--- src/rtl/cordic_pkg.sv ---
// Shared constants for the vectoring CORDIC family: arctangent table builder,
// inverse gain constant, architecture names and serial controller states.
package cordic_pkg;

    localparam string MODE_SERIAL   = "SERIAL";
    localparam string MODE_PARALLEL = "PARALLEL";

    localparam int ATAN_MAX = 24;

    // 1/K for an unbounded iteration count, Q1.17
    localparam logic [17:0] K_INV = 18'd79594;

    typedef enum logic [1:0] {S_IDLE, S_PRE, S_ITER, S_OUT} ser_state_t;

    // Entry i (32 bits each) is round(atan(2^-i)/pi * 2^width); integer-only so it
    // folds at elaboration. atan is summed as a Taylor series in Q60.
    function automatic logic [ATAN_MAX*32-1:0] atan_tab(input int n, input int width);
        logic [127:0] acc;
        logic [127:0] term;
        logic [127:0] q;
        logic [127:0] pi_q60;
        int           e;
        atan_tab = '0;
        pi_q60   = 128'h3243F6A8885A308D;
        for (int i = 0; i < ATAN_MAX; i++) begin
            if (i < n) begin
                if (i == 0) begin
                    q = 128'd1 << (width - 2);
                end else begin
                    acc = '0;
                    for (int k = 0; k < 40; k++) begin
                        e = i * (2 * k + 1);
                        if (e <= 60) term = (128'd1 << (60 - e)) / 128'(2 * k + 1);
                        else         term = '0;
                        if (k % 2 == 0) acc = acc + term;
                        else            acc = acc - term;
                    end
                    q = ((acc << width) + (pi_q60 >> 1)) / pi_q60;
                end
                atan_tab[i*32 +: 32] = q[31:0];
            end
        end
    endfunction

endpackage

--- src/rtl/cordic_vec_stage.sv ---
// One combinational vectoring micro-rotation: drives y towards zero and
// accumulates the rotated angle in z.
module cordic_vec_stage #(
    parameter int IW = 20,
    parameter int SW = 4
) (
    input  logic signed [IW-1:0] x,
    input  logic signed [IW-1:0] y,
    input  logic signed [IW-1:0] z,
    input  logic        [SW-1:0] shift,
    input  logic signed [IW-1:0] atan,
    output logic signed [IW-1:0] xo,
    output logic signed [IW-1:0] yo,
    output logic signed [IW-1:0] zo
);

    logic signed [IW-1:0] xs;
    logic signed [IW-1:0] ys;
    logic                 d;

    always_comb begin
        xs = x >>> shift;
        ys = y >>> shift;
        d  = ~y[IW-1];
        xo = d ? x + ys : x - ys;
        yo = d ? y - xs : y + xs;
        zo = d ? z + atan : z - atan;
    end

endmodule

--- src/rtl/cordic_mag_ph_pipe.sv ---
// Vectoring CORDIC magnitude/phase converter, iterative or fully pipelined.
// Phase is scaled so that +pi maps to 2^XY_WIDTH.
module cordic_mag_ph_pipe
    import cordic_pkg::*;
#(
    parameter string CORDIC_TYPE = "SERIAL",
    parameter int    N           = 16,
    parameter int    XY_WIDTH    = 16,
    parameter int    GUARD       = 2
) (
    input  logic                       clk,
    input  logic                       reset,
    input  logic                       st,
    input  logic signed [XY_WIDTH-1:0] xin,
    input  logic signed [XY_WIDTH-1:0] yin,
    output logic                       rdy,
    output logic        [XY_WIDTH-1:0] mag,
    output logic signed [XY_WIDTH+1:0] ph
);

    localparam int W  = XY_WIDTH;
    localparam int IW = W + 2 + GUARD;
    localparam int CW = $clog2(N);
    localparam int PW = IW + 19;

    localparam logic [ATAN_MAX*32-1:0] ATAN_ALL = atan_tab(N, W + GUARD);
    localparam logic signed [IW-1:0]   Z_PI     = {2'b01, {(W + GUARD){1'b0}}};
    localparam logic signed [PW-1:0]   MAG_RND  = PW'(2 ** (GUARD + 16));
    localparam logic signed [PW-1:0]   MAG_MAX  = PW'(2 ** W - 1);
    localparam logic signed [IW-1:0]   PH_RND   = IW'((2 ** GUARD) / 2);
    localparam logic signed [IW-1:0]   PH_LIM   = IW'(2 ** W);
    localparam logic signed [W+1:0]    PH_PI    = {2'b01, {W{1'b0}}};

    if (!(CORDIC_TYPE == MODE_SERIAL || CORDIC_TYPE == MODE_PARALLEL)) begin : g_bad_type
        $error("cordic_mag_ph_pipe: CORDIC_TYPE must be SERIAL or PARALLEL");
    end
    if (N < 8 || N > 24 || XY_WIDTH < 8 || XY_WIDTH > 24 || GUARD < 0) begin : g_bad_size
        $error("cordic_mag_ph_pipe: N and XY_WIDTH must lie in 8..24, GUARD >= 0");
    end

    logic signed [IW-1:0] atan_rom [N];
    for (genvar g = 0; g < N; g++) begin : g_rom
        assign atan_rom[g] = IW'(ATAN_ALL[g*32 +: 32]);
    end

    // Pre-rotation folds the left half-plane onto the right so the iterations converge.
    logic signed [W-1:0]  raw_x, raw_y;
    logic signed [IW-1:0] ext_x, ext_y, pre_x, pre_y, pre_z;
    logic                 pre_yz, pre_xn;

    always_comb begin
        ext_x  = IW'(raw_x) <<< GUARD;
        ext_y  = IW'(raw_y) <<< GUARD;
        pre_xn = raw_x[W-1];
        pre_yz = (raw_y == '0);
        if (pre_xn) begin
            pre_x = -ext_x;
            pre_y = -ext_y;
            pre_z = raw_y[W-1] ? -Z_PI : Z_PI;
        end else begin
            pre_x = ext_x;
            pre_y = ext_y;
            pre_z = '0;
        end
    end

    // Output stage: gain compensation with saturation, phase rounding and clamping.
    // y == 0 is resolved exactly, which also pins the x=y=0 case to a zero phase.
    logic signed [IW-1:0] fin_x, fin_z;
    logic                 fin_yz, fin_xn;
    logic signed [PW-1:0] prod, mag_w;
    logic signed [IW-1:0] ph_w;
    logic        [W-1:0]  mag_nxt;
    logic signed [W+1:0]  ph_nxt;

    always_comb begin
        prod  = $signed(PW'(fin_x)) * $signed(PW'(K_INV));
        mag_w = (prod + MAG_RND) >>> (GUARD + 17);
        if (fin_x[IW-1])          mag_nxt = '0;
        else if (mag_w > MAG_MAX) mag_nxt = '1;
        else                      mag_nxt = mag_w[W-1:0];

        ph_w = (fin_z + PH_RND) >>> GUARD;
        if (ph_w > PH_LIM)       ph_w = PH_LIM;
        else if (ph_w < -PH_LIM) ph_w = -PH_LIM;
        if (fin_yz) ph_nxt = fin_xn ? PH_PI : '0;
        else        ph_nxt = ph_w[W+1:0];
    end

    // Handshake: SERIAL accepts st only while rdy is high and holds rdy low until the
    // result lands N+2 edges later; PARALLEL carries st as a valid bit with the data,
    // no backpressure, and rdy is the valid of the output register.
    if (CORDIC_TYPE == MODE_SERIAL) begin : g_serial
        ser_state_t           state;
        logic [CW-1:0]        cnt;
        logic signed [IW-1:0] cx, cy, cz, nx, ny, nz;
        logic                 cyz, cxn;

        cordic_vec_stage #(.IW(IW), .SW(CW)) u_stage (
            .x(cx), .y(cy), .z(cz), .shift(cnt), .atan(atan_rom[cnt]),
            .xo(nx), .yo(ny), .zo(nz)
        );

        assign fin_x  = cx;
        assign fin_z  = cz;
        assign fin_yz = cyz;
        assign fin_xn = cxn;

        always_ff @(posedge clk) begin
            if (reset) begin
                state <= S_IDLE;
                rdy   <= 1'b1;
                mag   <= '0;
                ph    <= '0;
                cnt   <= '0;
            end else begin
                case (state)
                    S_IDLE: if (st) begin
                        raw_x <= xin;
                        raw_y <= yin;
                        rdy   <= 1'b0;
                        state <= S_PRE;
                    end
                    S_PRE: begin
                        cx    <= pre_x;
                        cy    <= pre_y;
                        cz    <= pre_z;
                        cyz   <= pre_yz;
                        cxn   <= pre_xn;
                        cnt   <= '0;
                        state <= S_ITER;
                    end
                    S_ITER: begin
                        cx  <= nx;
                        cy  <= ny;
                        cz  <= nz;
                        cnt <= cnt + 1'b1;
                        if (cnt == CW'(N - 1)) state <= S_OUT;
                    end
                    default: begin
                        mag   <= mag_nxt;
                        ph    <= ph_nxt;
                        rdy   <= 1'b1;
                        state <= S_IDLE;
                    end
                endcase
            end
        end
    end else begin : g_parallel
        logic signed [IW-1:0] sx [N+1];
        logic signed [IW-1:0] sy [N+1];
        logic signed [IW-1:0] sz [N+1];
        logic signed [IW-1:0] rx [N];
        logic signed [IW-1:0] ry [N];
        logic signed [IW-1:0] rz [N];
        logic [N:0]           syz, sxn;
        logic [N+1:0]         v;

        for (genvar k = 0; k < N; k++) begin : g_stage
            cordic_vec_stage #(.IW(IW), .SW(CW)) u_stage (
                .x(sx[k]), .y(sy[k]), .z(sz[k]), .shift(CW'(k)), .atan(atan_rom[k]),
                .xo(rx[k]), .yo(ry[k]), .zo(rz[k])
            );
        end

        assign fin_x  = sx[N];
        assign fin_z  = sz[N];
        assign fin_yz = syz[N];
        assign fin_xn = sxn[N];

        always_ff @(posedge clk) begin
            if (reset) begin
                v   <= '0;
                rdy <= 1'b0;
                mag <= '0;
                ph  <= '0;
            end else begin
                v      <= {v[N:0], st};
                raw_x  <= xin;
                raw_y  <= yin;
                sx[0]  <= pre_x;
                sy[0]  <= pre_y;
                sz[0]  <= pre_z;
                syz[0] <= pre_yz;
                sxn[0] <= pre_xn;
                for (int k = 0; k < N; k++) begin
                    sx[k+1]  <= rx[k];
                    sy[k+1]  <= ry[k];
                    sz[k+1]  <= rz[k];
                    syz[k+1] <= syz[k];
                    sxn[k+1] <= sxn[k];
                end
                rdy <= v[N+1];
                if (v[N+1]) begin
                    mag <= mag_nxt;
                    ph  <= ph_nxt;
                end
            end
        end
    end

endmodule

--- config.mk ---
export PLATFORM = sky130hd
export DESIGN_NAME = cordic_mag_ph_pipe
export DESIGN_NICKNAME = d
export VERILOG_FILES = /design/src/rtl/cordic_pkg.sv /design/src/rtl/cordic_vec_stage.sv /design/src/rtl/cordic_mag_ph_pipe.sv
export SDC_FILE = /design/constraint.sdc
export NUM_CORES = 1
export LEC_CHECK = 0
export BUFFER_PORTS_ARGS = -buffer_cell sky130_fd_sc_hd__buf_2
export CAP_MARGIN = 25
export CORE_ASPECT_RATIO = 0.8
export CORE_MARGIN = 5
export CORE_UTILIZATION = 50
export CTS_BUF_LIST = sky130_fd_sc_hd__clkbuf_8
export CTS_CLUSTER_SIZE = 40
export DETAILED_ROUTE_END_ITERATION = 10
export GPL_TIMING_DRIVEN = 0
export PLACE_DENSITY = 0.76
export SLEW_MARGIN = 15
export SYNTH_ARGS = -nofsm -noshare
export SYNTH_HDL_FRONTEND = slang
export SYNTH_HIERARCHICAL = 1
export SYNTH_SLANG_ARGS = --single-unit
--- constraint.sdc ---
create_clock -name clk -period 9.51 [get_ports clk]
set_clock_uncertainty 0.15 [all_clocks]
set_input_delay 0.951 -clock clk [delete_from_list [all_inputs] [get_ports clk]]
set_output_delay 0.951 -clock clk [all_outputs]
set_load 0.01 [all_outputs]
* Word level (Yosys, flattened, before mapping)
Memory sizes are Yosys's and may differ from the RTL's.
Index checks and enable logic that the tools add are counted.
** Cells by class
- Mux-type cells :: 24
- Add/sub/neg operators :: 11
- Shift-type cells :: 2
- Multipliers :: 1
- Bitwise logic cells :: 3
- Reductions and logical operators :: 10
- Order comparisons :: 4
- Equality and inequality tests :: 5
** Operator list (count)
- $mux W20 :: 9
- $pmux W20 S2 :: 3
- $add A20 B20 Y20 :: 3
- $sub A20 B20 Y20 :: 3
- $mux W18 :: 3
- $neg A18 Y20 :: 2
- $sshr A20 B4 Y20 :: 2
- $add A38 B20 Y39 const B :: 1
- $mul A20 B17 Y37 const B :: 1
- $mux W16 :: 2
- $add A20 B3 Y20 const B :: 1
- $gt A20 B17 Y1 const B :: 1
- $gt A18 B18 Y1 const B :: 1
- $lt A18 B17 Y1 const B :: 1
- $mux W17 :: 1
- $logic_not A16 Y1 :: 1
- $pmux W4 S2 :: 1
- $reduce_and A2 Y1 :: 4
- $pmux W2 S3 :: 1
- $ge A5 B5 Y1 const B :: 1
- $not A4 Y5 :: 1
- $add A4 B1 Y4 const B :: 1
- $eq A4 B4 Y1 const B :: 1
- $mux W2 :: 2
- other kinds (11) :: 13
** Word-level totals
- Input port bits :: 35
- Output and inout bits :: 35
- Word-level logic and storage cells :: 73
- Memories :: 1
- Memory bits (read-only) :: 320
- Register bits :: 135
** Memories
- (no name shown) :: words 16, bits a word 20, read ports 1, clocked after memory_dff 0, wr ports 0, RTL line cordic_mag_ph_pipe.sv:100 : .x(cx), .y(cy), .z(cz), .shift(cnt), .atan(atan_rom[cnt]),

* Logic depth before layout (Yosys ltp)
- Depth after elaboration :: 7
- Mapped depth :: 25
- Gate-level depth less buffers :: 25

* Hierarchy
The synthesis kept the hierarchy.
** By module, submodules not included
- cordic_mag_ph_pipe :: sequential area each 3643.5 um2, area an instance 14152.3 um2, cells each 1443, times used 1
- cordic_vec_stage :: sequential area each 0.0 um2, area an instance 6044.5 um2, cells each 805, times used 1

* Least setup slack after synthesis
Ideal clock, no wire load.
- Path kind :: reg-to-reg
- Start :: register g_serial.cx[19] (netlist: fin_x[19])
- End :: register mag[11]
- Cell stages (with the launch flop) :: 23
- Setup time :: 0.128 ns
- Clock period less this slack :: 6.916 ns
- Path buffers :: 2
- Arrival :: 6.638 ns
- Path slack :: 2.594 ns
- Path through :: edfxtp_1 > ha_1 > fa_1 > inv_1 > fa_1 > fa_1 > fa_1 > inv_1 > fa_1 > inv_1 > ha_1 > clkbuf_8 > nand4_1 > or4_1 > a21oi_2 > or3_4 > mux2i_1 > and4bb_4 > nand4_1 > o41ai_2 > a2bb2oi_2 > buf_6 > o21bai_2
** Between the ends
- Word-level cells in the longest chain between the ends :: 5
** Ends and longest elaborated chain
- from (decl) :: RTL line cordic_mag_ph_pipe.sv:96 : logic signed [IW-1:0] cx, cy, cz, nx, ny, nz;
- from (signal assigned) :: RTL line cordic_mag_ph_pipe.sv:125 : cx <= pre_x;
- from (signal assigned) :: RTL line cordic_mag_ph_pipe.sv:134 : cx <= nx;
- $mul A20 B17 Y37 :: RTL line cordic_mag_ph_pipe.sv:77 : prod = $signed(PW'(fin_x)) * $signed(PW'(K_INV));
- $add A38 B20 Y39 :: RTL line cordic_mag_ph_pipe.sv:78 : mag_w = (prod + MAG_RND) >>> (GUARD + 17);
- $gt A20 B17 Y1 :: RTL line cordic_mag_ph_pipe.sv:80 : else if (mag_w > MAG_MAX) mag_nxt = '1;
- $mux W16 :: RTL line cordic_mag_ph_pipe.sv:80
- $mux W16 * :: RTL line cordic_mag_ph_pipe.sv:79 : if (fin_x[IW-1]) mag_nxt = '0;
- to (signal assigned) :: RTL line cordic_mag_ph_pipe.sv:141 : mag <= mag_nxt;
- to (decl) :: RTL line cordic_mag_ph_pipe.sv:17 : output logic [XY_WIDTH-1:0] mag,
Mark *: on every way between the ends. The rest lies on a longest branch, timed or not.
A chain may end at the register's enable or synchronous reset.

* Worst setup path after layout
- Start :: register g_serial.cx[9] (netlist: fin_x[9])
- End :: register mag[10]
** Between the ends
- Word-level cells in the longest chain between the ends :: 5
** Ends and longest elaborated chain (RTL line)
- $mul A20 B17 Y37 * :: cordic_mag_ph_pipe.sv:77
- $add A38 B20 Y39 * :: cordic_mag_ph_pipe.sv:78
- $gt A20 B17 Y1 :: cordic_mag_ph_pipe.sv:80
- $mux W16 * :: cordic_mag_ph_pipe.sv:80
- $mux W16 * :: cordic_mag_ph_pipe.sv:79
Marks and branches as above.

==> results.json <==
{
  "outcome": "completed",
  "ys_types": 111,
  "use_met2": 0.386,
  "die_h_um": 190,
  "syn_area_per_cell_um2": 8.98,
  "grt_use_met1": 0.367,
  "die_w_um": 235,
  "syn_area_um2": 20200,
  "die_area_um2": 44500,
  "vias": 17400,
  "drive_gt1_frac": 0.103,
  "grt_usage": 0.258,
  "firstDrtPassIters": 5,
  "finalCritPeriodShare": 0.843,
  "register_area_um2": 3640,
  "ys_seq_area_frac": 0.180,
  "cts_hold_buf": 0,
  "syn_inst": 2248,
  "io_buffers": 68,
  "grt_util_met3": 0.0672,
  "drc_errors": 0,
  "dp_hpwl_um": 47200,
  "layout_commonest_cell": "inv_1",
  "core_um2": 39700,
  "clock_path_buffers": 2,
  "crit_required_ns": 9.73,
  "criticalPathCategory": "reg -> reg",
  "setup_viol": 0,
  "maxCapViolations": 0,
  "min_period_ns": 8.01,
  "initial_core_util": 0.509,
  "numCtsBuffers": 17,
  "cts_tree": "yes",
  "slew_viol_final": 0,
  "mostFrequentLayoutCells": "inv_1, ha_1, nand2_1, nor2_1, a21oi_1",
  "insertion_delay_ns": 0.50,
  "cp-end-kind": "flip-flop",
  "grt.busiest_layer": "met2",
  "final_antenna_net_count": 0,
  "async_flop_share": 0,
  "clkTransAtPathRegs_ns": 0.09,
  "hold_violations": 0,
  "numClockSinks": 135,
  "setup_tns_ns": 0,
  "rsz0062_at_grt": "false",
  "max_freq_mhz": 125,
  "drt_iter0_drc": 1725,
  "grt_start_max_net_pins": 32,
  "placementRows": 65,
  "startpoint_type": "flip-flop",
  "antenna_found_initial": 2,
  "vias_per_cell": 6.01,
  "post_cts_buffers": 0,
  "grt.overflow.total": 0,
  "routedWlPerCell_um": 20.2,
  "synth_top_flop_cell": "edfxtp_1",
  "final_nets": 2760,
  "area_delta_synth_final_pct": 7.53,
  "worst_pin_slew_ns": 0.907,
  "fillCellCount": 3576,
  "grt_pass1_vias": 17200,
  "multi_input_area_um2": 15100,
  "gp_congestion": 0.974,
  "yosysWarnings": 6,
  "htreeDepth": 4,
  "ios": 70,
  "synth_edf_count": 94,
  "ctsRootBufferMaster": "clkbuf_8",
  "crit_fanout": 12,
  "ys_ff_latch": 135,
  "arrival_ns": 8.24,
  "routed_wl_um": 58600,
  "ctsResizeCount": 0,
  "min_path_type": "reg -> reg",
  "grt_pass1_wl_um": 92800,
  "slew-limit-headroom": 0.391
}
registers in the layout, indices dropped and copies added (netlist names), 4 cells and up:
register / flops
g_serial.cy: 20
fin_x: 20
g_serial.cnt: 4
raw_x: 16
raw_y: 16
fin_z: 20
ph: 18
mag: 16
kinds of logic (layout without fill, tap and decap cells):
logic type / Yosys count / in the layout / share of synthesized area
other cells: 1 / 6 / 0.000186
buf+inv: 350 / 455 / 0.0719
compound gates: 492 / 492 / 0.158
fa+ha+maj: 381 / 381 / 0.290
simple gates: 634 / 634 / 0.160
xor+xnor: 172 / 172 / 0.0750
mux: 83 / 83 / 0.0652
flops: 135 / 135 / 0.180
worst max-delay path, stage by stage (launching register included):
cell       delay (ns)
edfxtp_1         0.84
ha_1             0.46
xor2_1           0.18
ha_1             0.29
inv_1            0.05
fa_1             0.49
inv_1            0.05
fa_1             0.48
fa_1             0.55
inv_1            0.05
fa_1             0.56
inv_1            0.06
ha_1             0.30
buf_2            0.19
nand4_1          0.15
o221a_2          0.27
o31ai_1          0.51
o21ai_0          0.28
and2_4           0.20
o311ai_0         0.58
o41ai_1          0.24
o41ai_2          0.28
a2bb2oi_2        0.35
buf_6            0.23
o21ai_2          0.07
per-layer routing:
layer  share of wire  wire length (um)  up-vias
met5               0                 0        -
met4           0.030              1740        0
met3            0.10              5860      120
met2            0.42             24600      804
met1            0.45             26300     8366
li1                -                 -     8098
metrics by stage:
step / cells / instance area, um^2 / worst slack (ns) / utilization / hold slack (ns)
CTS: 2892 / 21700 / 1.65 / 0.547 / 0.360
detailed placement: 2860 / 21300 / 1.69 / 0.538 / 0.340
finish: 2894 / 21700 / 1.50 / 0.547 / 0.354
floorplan: 2252 / 20200 / 2.59 / - / 0.291
global placement: 2856 / 21200 / 1.56 / 0.535 / 0.319
global route: 2893 / 21700 / 1.27 / 0.547 / 0.385
path summary, 6_finish.rpt:
check             slack [ns]              endpoint  cells past startpoint                 from
setup reg to reg        1.50  mag[10]$_SDFFE_PP0N_                     24   fin_x[9]$_DFFE_PP_
hold / removal          0.35   ph[16]$_SDFFE_PP0N_                      2  ph[16]$_SDFFE_PP0N_
setup / recovery        1.50  mag[10]$_SDFFE_PP0N_                     24   fin_x[9]$_DFFE_PP_
hold reg to reg         0.35   ph[16]$_SDFFE_PP0N_                      2  ph[16]$_SDFFE_PP0N_
layout make-up:
type                            instances  area share
Multi-Input combinational cell       1767       0.697
Sequential cell                       135       0.168
Inverter                              270      0.0467
Tap cell                              536      0.0309
Timing Repair Buffer                   73      0.0204
Buffer                                 80      0.0202
Clock buffer                           17      0.0108
Clock inverter                         15     0.00651
Antenna cell                            1    0.000115
synth_stat cells (9+ instances only):
master    number  area share
nand3_1       34      0.0084
dfxtp_1       41       0.041
o21a_1        23      0.0085
or3_1         15      0.0046
mux2i_1       33       0.016
xnor2_1      102       0.044
fa_1         145        0.14
o211ai_1       9      0.0033
nor2_1       167       0.031
o31ai_1       12      0.0045
o21ai_2        9      0.0039
edfxtp_1      94        0.14
mux4_2        31       0.035
and2_1        35       0.011
buf_6         10      0.0056
o21bai_1      12      0.0045
mux2_2        14      0.0078
and3_1        14      0.0043
a21o_1        21      0.0078
a21oi_1      149       0.037
nor3b_1       14      0.0052
o21ai_0      102       0.025
a211oi_1      20      0.0074
nand2b_1      17      0.0053
a31o_2         9      0.0039
inv_1        268       0.050
nor3_1        45       0.011
nor2b_1       28      0.0087
xor2_1        69       0.030
ha_1         236        0.15
nand2_1      178       0.033
clkbuf_1      47      0.0087
nand4_1       29      0.0090
buf_2         11      0.0027
a22oi_1       19      0.0071
a31oi_1       25      0.0077
Power is not shown: default switching activity piles up to over one toggle a cycle in this logic, so the estimate is an artifact.
